### src/rtl/uart_cmd_pkg.sv
// Shared definitions for the UART command-line parser.
// Holds the ASCII byte values the parser recognises, the error codes reported
// on err_code, the parser state encoding and small byte-classification helpers.
package uart_cmd_pkg;

  localparam logic [7:0] ASCII_CR    = 8'h0D;
  localparam logic [7:0] ASCII_LF    = 8'h0A;
  localparam logic [7:0] ASCII_SPACE = 8'h20;
  localparam logic [7:0] ASCII_0     = 8'h30;
  localparam logic [7:0] ASCII_9     = 8'h39;
  localparam logic [7:0] ASCII_UA    = 8'h41;
  localparam logic [7:0] ASCII_UZ    = 8'h5A;
  localparam logic [7:0] ASCII_LA    = 8'h61;
  localparam logic [7:0] ASCII_LZ    = 8'h7A;

  localparam logic [1:0] ERR_NONE    = 2'd0;
  localparam logic [1:0] ERR_CHAR    = 2'd1;
  localparam logic [1:0] ERR_OVF     = 2'd2;
  localparam logic [1:0] ERR_OVERRUN = 2'd3;

  typedef enum logic [2:0] {
    IDLE,
    SEP,
    ARG,
    TAIL,
    DISCARD
  } state_e;

  function automatic logic is_term(input logic [7:0] b);
    return (b == ASCII_CR) || (b == ASCII_LF);
  endfunction

  function automatic logic is_digit(input logic [7:0] b);
    return (b >= ASCII_0) && (b <= ASCII_9);
  endfunction

  function automatic logic is_letter(input logic [7:0] b);
    return ((b >= ASCII_UA) && (b <= ASCII_UZ)) ||
           ((b >= ASCII_LA) && (b <= ASCII_LZ));
  endfunction

endpackage

### src/rtl/uart_cmd_parser_dec_accum.sv
// Registered decimal accumulator: acc <- acc*10 + digit.
// Ports:
//   clk, rst  : clock, synchronous active-high reset (clears the accumulator)
//   clr_i     : clear accumulator to 0
//   load_i    : load accumulator with digit_i (first digit of a number)
//   step_i    : acc <- acc*10 + digit_i (ignored when ovf_o is set)
//   digit_i   : decimal digit value 0..9
//   acc_o     : current accumulator value
//   ovf_o     : combinational; a step with the present digit would exceed 2^ARG_W-1
module dec_accum #(
  parameter int ARG_W = 16
) (
  input  logic             clk,
  input  logic             rst,
  input  logic             clr_i,
  input  logic             load_i,
  input  logic             step_i,
  input  logic [3:0]       digit_i,
  output logic [ARG_W-1:0] acc_o,
  output logic             ovf_o
);

  // Four extra bits hold acc*10+9 for any in-range acc.
  localparam int WIDE_W = ARG_W + 4;

  logic [ARG_W-1:0]  acc_q, acc_d;
  logic [WIDE_W-1:0] next_wide;

  assign next_wide = ({4'b0000, acc_q} * WIDE_W'(10)) + WIDE_W'(digit_i);
  assign ovf_o     = |next_wide[WIDE_W-1:ARG_W];
  assign acc_o     = acc_q;

  always_comb begin
    acc_d = acc_q;
    if (clr_i) begin
      acc_d = '0;
    end else if (load_i) begin
      acc_d = ARG_W'(digit_i);
    end else if (step_i && !ovf_o) begin
      acc_d = next_wide[ARG_W-1:0];
    end
  end

  always_ff @(posedge clk) begin
    if (rst) begin
      acc_q <= '0;
    end else begin
      acc_q <= acc_d;
    end
  end

endmodule

### src/rtl/uart_cmd_parser.sv
// ASCII command-line parser for the UART receive path.
// Parses "<letter>[ <decimal>]<CR|LF>" lines from the byte stream and presents
// each complete line once on a valid/ready port; malformed lines give a
// one-cycle cmd_error pulse with a sticky err_code.
// Ports:
//   clk, rst             : clock, synchronous active-high reset
//   rx_data, new_rx_data : received byte and its one-cycle strobe
//   cmd_char             : command letter (case preserved)
//   cmd_arg, cmd_has_arg : decoded argument, and whether any digit was present
//   cmd_valid, cmd_ready : command handshake; outputs held while valid & !ready
//   cmd_error, err_code  : error pulse; code 1=bad char, 2=overflow, 3=overrun
module uart_cmd_parser
  import uart_cmd_pkg::*;
#(
  parameter int ARG_W = 16
) (
  input  logic             clk,
  input  logic             rst,
  input  logic [7:0]       rx_data,
  input  logic             new_rx_data,
  output logic [7:0]       cmd_char,
  output logic [ARG_W-1:0] cmd_arg,
  output logic             cmd_has_arg,
  output logic             cmd_valid,
  input  logic             cmd_ready,
  output logic             cmd_error,
  output logic [1:0]       err_code
);

  state_e           state_q, state_d;
  logic [7:0]       wchar_q, wchar_d;
  logic             has_arg_q, has_arg_d;
  logic [1:0]       disc_code_q, disc_code_d;

  logic             cmd_valid_q, cmd_valid_d;
  logic [7:0]       cmd_char_q, cmd_char_d;
  logic [ARG_W-1:0] cmd_arg_q, cmd_arg_d;
  logic             cmd_has_arg_q, cmd_has_arg_d;
  logic             cmd_error_q, cmd_error_d;
  logic [1:0]       err_code_q, err_code_d;

  logic             acc_clr, acc_load, acc_step, acc_ovf;
  logic [ARG_W-1:0] acc_val;
  logic             complete, disc_fire;
  logic             accept, load_cmd, overrun;

  dec_accum #(.ARG_W(ARG_W)) u_accum (
    .clk     (clk),
    .rst     (rst),
    .clr_i   (acc_clr),
    .load_i  (acc_load),
    .step_i  (acc_step),
    .digit_i (rx_data[3:0]),
    .acc_o   (acc_val),
    .ovf_o   (acc_ovf)
  );

  // Line parser: classifies each strobed byte and flags completion / discard.
  always_comb begin
    state_d     = state_q;
    wchar_d     = wchar_q;
    has_arg_d   = has_arg_q;
    disc_code_d = disc_code_q;
    acc_clr     = 1'b0;
    acc_load    = 1'b0;
    acc_step    = 1'b0;
    complete    = 1'b0;
    disc_fire   = 1'b0;
    if (new_rx_data) begin
      unique case (state_q)
        IDLE: begin
          if (is_letter(rx_data)) begin
            wchar_d   = rx_data;
            has_arg_d = 1'b0;
            acc_clr   = 1'b1;
            state_d   = SEP;
          end else if (!is_term(rx_data) && (rx_data != ASCII_SPACE)) begin
            disc_code_d = ERR_CHAR;
            state_d     = DISCARD;
          end
        end
        SEP: begin
          if (rx_data == ASCII_SPACE) begin
            state_d = SEP;
          end else if (is_digit(rx_data)) begin
            acc_load  = 1'b1;
            has_arg_d = 1'b1;
            state_d   = ARG;
          end else if (is_term(rx_data)) begin
            complete = 1'b1;
            state_d  = IDLE;
          end else begin
            disc_code_d = ERR_CHAR;
            state_d     = DISCARD;
          end
        end
        ARG: begin
          if (is_digit(rx_data)) begin
            if (acc_ovf) begin
              disc_code_d = ERR_OVF;
              state_d     = DISCARD;
            end else begin
              acc_step = 1'b1;
            end
          end else if (rx_data == ASCII_SPACE) begin
            state_d = TAIL;
          end else if (is_term(rx_data)) begin
            complete = 1'b1;
            state_d  = IDLE;
          end else begin
            disc_code_d = ERR_CHAR;
            state_d     = DISCARD;
          end
        end
        TAIL: begin
          if (is_term(rx_data)) begin
            complete = 1'b1;
            state_d  = IDLE;
          end else if (rx_data != ASCII_SPACE) begin
            disc_code_d = ERR_CHAR;
            state_d     = DISCARD;
          end
        end
        DISCARD: begin
          // The code latched on entry is kept; later faults in the line are ignored.
          if (is_term(rx_data)) begin
            disc_fire = 1'b1;
            state_d   = IDLE;
          end
        end
        default: state_d = IDLE;
      endcase
    end
  end

  // Output holding register: a completed line loads only if the slot is free
  // or being emptied in this same cycle; otherwise it is an overrun.
  always_comb begin
    accept        = cmd_valid_q & cmd_ready;
    load_cmd      = complete & (~cmd_valid_q | accept);
    overrun       = complete & cmd_valid_q & ~cmd_ready;
    cmd_valid_d   = cmd_valid_q & ~accept;
    cmd_char_d    = cmd_char_q;
    cmd_arg_d     = cmd_arg_q;
    cmd_has_arg_d = cmd_has_arg_q;
    cmd_error_d   = 1'b0;
    err_code_d    = err_code_q;
    if (load_cmd) begin
      cmd_valid_d   = 1'b1;
      cmd_char_d    = wchar_q;
      cmd_arg_d     = has_arg_q ? acc_val : '0;
      cmd_has_arg_d = has_arg_q;
    end
    if (overrun) begin
      cmd_error_d = 1'b1;
      err_code_d  = ERR_OVERRUN;
    end
    if (disc_fire) begin
      cmd_error_d = 1'b1;
      err_code_d  = disc_code_q;
    end
  end

  always_ff @(posedge clk) begin
    if (rst) begin
      state_q       <= IDLE;
      wchar_q       <= '0;
      has_arg_q     <= 1'b0;
      disc_code_q   <= ERR_NONE;
      cmd_valid_q   <= 1'b0;
      cmd_char_q    <= '0;
      cmd_arg_q     <= '0;
      cmd_has_arg_q <= 1'b0;
      cmd_error_q   <= 1'b0;
      err_code_q    <= ERR_NONE;
    end else begin
      state_q       <= state_d;
      wchar_q       <= wchar_d;
      has_arg_q     <= has_arg_d;
      disc_code_q   <= disc_code_d;
      cmd_valid_q   <= cmd_valid_d;
      cmd_char_q    <= cmd_char_d;
      cmd_arg_q     <= cmd_arg_d;
      cmd_has_arg_q <= cmd_has_arg_d;
      cmd_error_q   <= cmd_error_d;
      err_code_q    <= err_code_d;
    end
  end

  assign cmd_valid   = cmd_valid_q;
  assign cmd_char    = cmd_char_q;
  assign cmd_arg     = cmd_arg_q;
  assign cmd_has_arg = cmd_has_arg_q;
  assign cmd_error   = cmd_error_q;
  assign err_code    = err_code_q;

endmodule

### config.mk
export PLATFORM = sky130hd
export DESIGN_NAME = uart_cmd_parser
export DESIGN_NICKNAME = d
export VERILOG_FILES = /design/src/rtl/uart_cmd_pkg.sv /design/src/rtl/uart_cmd_parser_dec_accum.sv /design/src/rtl/uart_cmd_parser.sv
export SDC_FILE = /design/constraint.sdc
export NUM_CORES = 1
export LEC_CHECK = 0
export ABC_AREA = 1
export BUFFER_PORTS_ARGS = -buffer_cell sky130_fd_sc_hd__buf_2
export CORE_MARGIN = 4
export CORE_UTILIZATION = 54
export DETAILED_ROUTE_END_ITERATION = 7
export PLACE_DENSITY_LB_ADDON = 0.2
export SETUP_SLACK_MARGIN = 0.15
export SYNTH_ARGS = -nofsm -noshare
export SYNTH_HDL_FRONTEND = slang
export SYNTH_SLANG_ARGS = --single-unit
### constraint.sdc
create_clock -name clk -period 3.1 [get_ports clk]
set_clock_uncertainty 0.05 [all_clocks]
set_input_delay 0.31 -clock clk [delete_from_list [all_inputs] [get_ports clk]]
set_output_delay 0.31 -clock clk [all_outputs]
set_load 0.05 [all_outputs]
==> key figures <==
Synthesis
  • Synth async-reset ratio: 0
  • Syn Nets: 670
  • Cell Area, Synth: 4030 µm²
  • Yosys warns: 0
  • Most common cell in the netlist: nand2_1
  • Distinct cells, synth: 38
  • Post-synth EDFFs: 0
  • Commonest cells post-synth: nand2_1, inv_1, nor2_1, dfxtp_1, nand3_1
  • Synth area leaders: dfxtp_1, nand2_1, ha_1
  • Avg Cell Area, Syn: 6.45 µm²
  • Cell taking the most area after synthesis: dfxtp_1
  • Ys flop type: dfxtp_1
  • Cells after Synth: 625
  • Synth top area share: 0.293
  • Synth Register Bits: 59
  • Sequential share of the synthesized area: 0.293

Global route
  • Initial antenna violation count: 0
  • Largest net degree at the start of global routing: 33
  • Total track usage: 0.251
  • Congestion Overflow GR: 0
  • First-pass GRT wire length: 17,700 µm
  • Vias in the first global route: 3,966

Placed design
  • Placed Cells: 780
  • Dpl hpwl: 8400 µm
  • RD Place Congestion: 0.972
  • I/O Buffers: 40
  • Area after DPL: 4550 µm²

Hold path
  • HP Class: in -> reg

Critical path
  • Crit path DAT: 3.39 ns
  • CP endpoint kind: register
  • CP max FO: 7
  • Critical path startpoint category: register
  • Crit Path Class: reg -> reg
  • CP required: 3.29 ns

CTS
  • Clk_lat worst skew: 0.35 ns
  • Num CTS Buffers: 9
  • CTS clk-pin slew, worst paths: 0.07 ns
  • Hold-fix buffers at CTS: 0
  • Clock root cell: clkbuf_8
  • TritonCTS Sinks: 59
  • Clock tree buffer depth: 2
  • CTS tree: built
  • CTS H-tree depth: 3

Floorplanning
  • DIE AREA: 8910 µm²
  • Row Count: 31
  • Core area: 7250 µm²
  • Chip height: 94.4 µm
  • Initial core utilization: 0.556
  • Die extent in x: 94.4 µm
  • Ports: 41

Detailed routing
  • DR iter-0 viols: 289
  • WL/cell: 13.5 µm
  • Antenna Violating Nets Remaining: 0
  • DRC: 0
  • DR pass1 iterations: 5
  • Post-DR vias/cell: 5.27
  • Via count: 4,225
  • Final WL: 10,800 µm

Power and ir drop
  • Switching Share: 0.269
  • Comb power frac: 0.087
  • Clock power share: 0.435
  • Share of power burned in registers: 0.478
  • Int Pwr: 1190 µW
  • Pleak: 0.00242 µW
  • P_sw: 439 µW
  • Maximum VDD drop: 0.000311 V
  • Pwr/cell area: 328 nW/µm²

STA
  • Tmin final: 3.20 ns
  • Fmax achieved: 0.312 GHz
  • Fin. Hold Viols: 0
  • Total negative setup slack: -0.942 ns
  • Worst setup margin: -0.103 ns
  • Worst-Margin Slew: 0.680 ns
  • Fin. max-slew vios: 0
  • Post-route clock period utilization: 1.03
  • RSZ-0062 raised after global routing: true
  • Final setup viols: 16
  • Max_slew headroom: 0.546
  • WHS: 0.247 ns

Layout
  • Non-Filler Instances: 801
  • Ratio of cells with drive above 1 in the final layout: 0.229
  • Nets: 742
  • Ant. Diodes: 0
  • Syn-to-layout area delta: 23.3%
  • Post-route cell area: 4970 µm²

Run status
  • Violations in the final reports: negative setup slack
  • Status: finished, violations left

Run
  • Max-cap check violation count: 0
==> layout make-up <==
| type | instances | area (µm²) |
|---|---|---|
| multi-input combinational | 462 | 2640 |
| clock buffer | 9 | 124 |
| fill | 654 | 2280 |
| tap | 99 | 124 |
| timing repair buffer | 76 | 478 |
| clock inverter | 7 | 76.3 |
| sequential | 59 | 1190 |
| inverter | 89 | 340 |
==> what timing repair did <==
action | 4_1_cts | 5_1_grt
resized for setup | 27 | 23
pin swaps | 10 | 11
buffers inserted | 4 | 0
cloned | 1 | 0
setup endpoints to repair | 21 | 21
==> worst paths after layout <==
path              slack [ns]  depth (start not counted)               end        startpoint
hold reg to reg         0.40                          2        wchar_q[7]        wchar_q[7]
hold / removal          0.25                          3  u_accum.acc_o[0]        rx_data[0]
setup / recovery       -0.10                         18  u_accum.acc_o[7]  u_accum.acc_o[3]
setup reg to reg       -0.10                         18  u_accum.acc_o[7]  u_accum.acc_o[3]
==> cells in the final DEF, fill, tap and decap left out, drive strengths merged, types with 2 or more instances in the layout <==
cell / synthesis / layout
nand2: 175 / 175
inv: 86 / 88
nor2: 83 / 83
buf: 2 / 76
dfxtp: 59 / 59
nand3: 55 / 55
a21oi: 40 / 40
ha: 31 / 31
o21ai: 23 / 23
xor2: 10 / 10
nand4: 9 / 9
clkbuf: 13 / 9
nor3: 7 / 7
a211oi: 6 / 6
xnor2: 5 / 5
clkinv: 3 / 5
nor4: 3 / 3
a31oi: 2 / 2
a221o: 2 / 2
fa: 2 / 2
clkinvlp: 0 / 2
==> cells by family after synthesis <==
group	Yosys count	synth area share
simple gates	333	0.356
compound gates	81	0.113
xor+xnor	15	0.0326
flops	59	0.293
fa+ha+maj	33	0.106
buf+inv	104	0.0999
==> critical path, cell delays in order, from the launching register on <==
cell and delay [ns]:
dfxtp_4 0.36, ha_4 0.24, ha_4 0.16, fa_1 0.48, nand3_1 0.14, nand2_2 0.09, nand3_1 0.09, nand4_1 0.08
nand2_1 0.16, inv_1 0.10, nor2_2 0.21, nand3_2 0.13, nand2_2 0.09, nand2_2 0.06, nor2_4 0.14, nand3_4 0.16
buf_6 0.18, o21ai_2 0.13, nor2_1 0.06
==> layer usage <==
metal,wire length (µm),GRT usage,up-vias
met3,540,0.0526,28
met2,5170,0.419,124
met5,0,0,-
li1,-,-,2155
met4,257,0.0866,0
met1,4860,0.323,1918
==> metrics by stage <==
| stage | power [µW] | util | worst slack (ns) |
|---|---|---|---|
| 3_3_place_gp | 922 | 0.628 | -0.106 |
| 2_1_floorplan | 885 | - | 0.164 |
| 5_1_grt | 1690 | 0.686 | -0.267 |
| 4_1_cts | 1640 | 0.673 | 0.0258 |
| 6_report | 1630 | 0.686 | -0.103 |
| 3_5_place_dp | 927 | 0.628 | -0.164 |
==> power by group through the flow <==
stage | registers, µW | logic [µW] | clock network (µW)
after floorplan | 793 | 92.4 | 0
after global placement | 796 | 126 | 0
after detailed placement | 797 | 130 | 0
after CTS | 778 | 136 | 725
after global routing | 779 | 158 | 756
final | 779 | 142 | 710
==> flip-flops by register name, summed over array words and instances, names as in the netlist <==
name           flops
cmd_arg           16
cmd_char           8
cmd_error          1
cmd_has_arg        1
cmd_valid          1
disc_code_q        2
err_code           2
has_arg_q          1
state_q            3
u_accum.acc_o     16
wchar_q            8
Power figures use the tool's default switching activity.
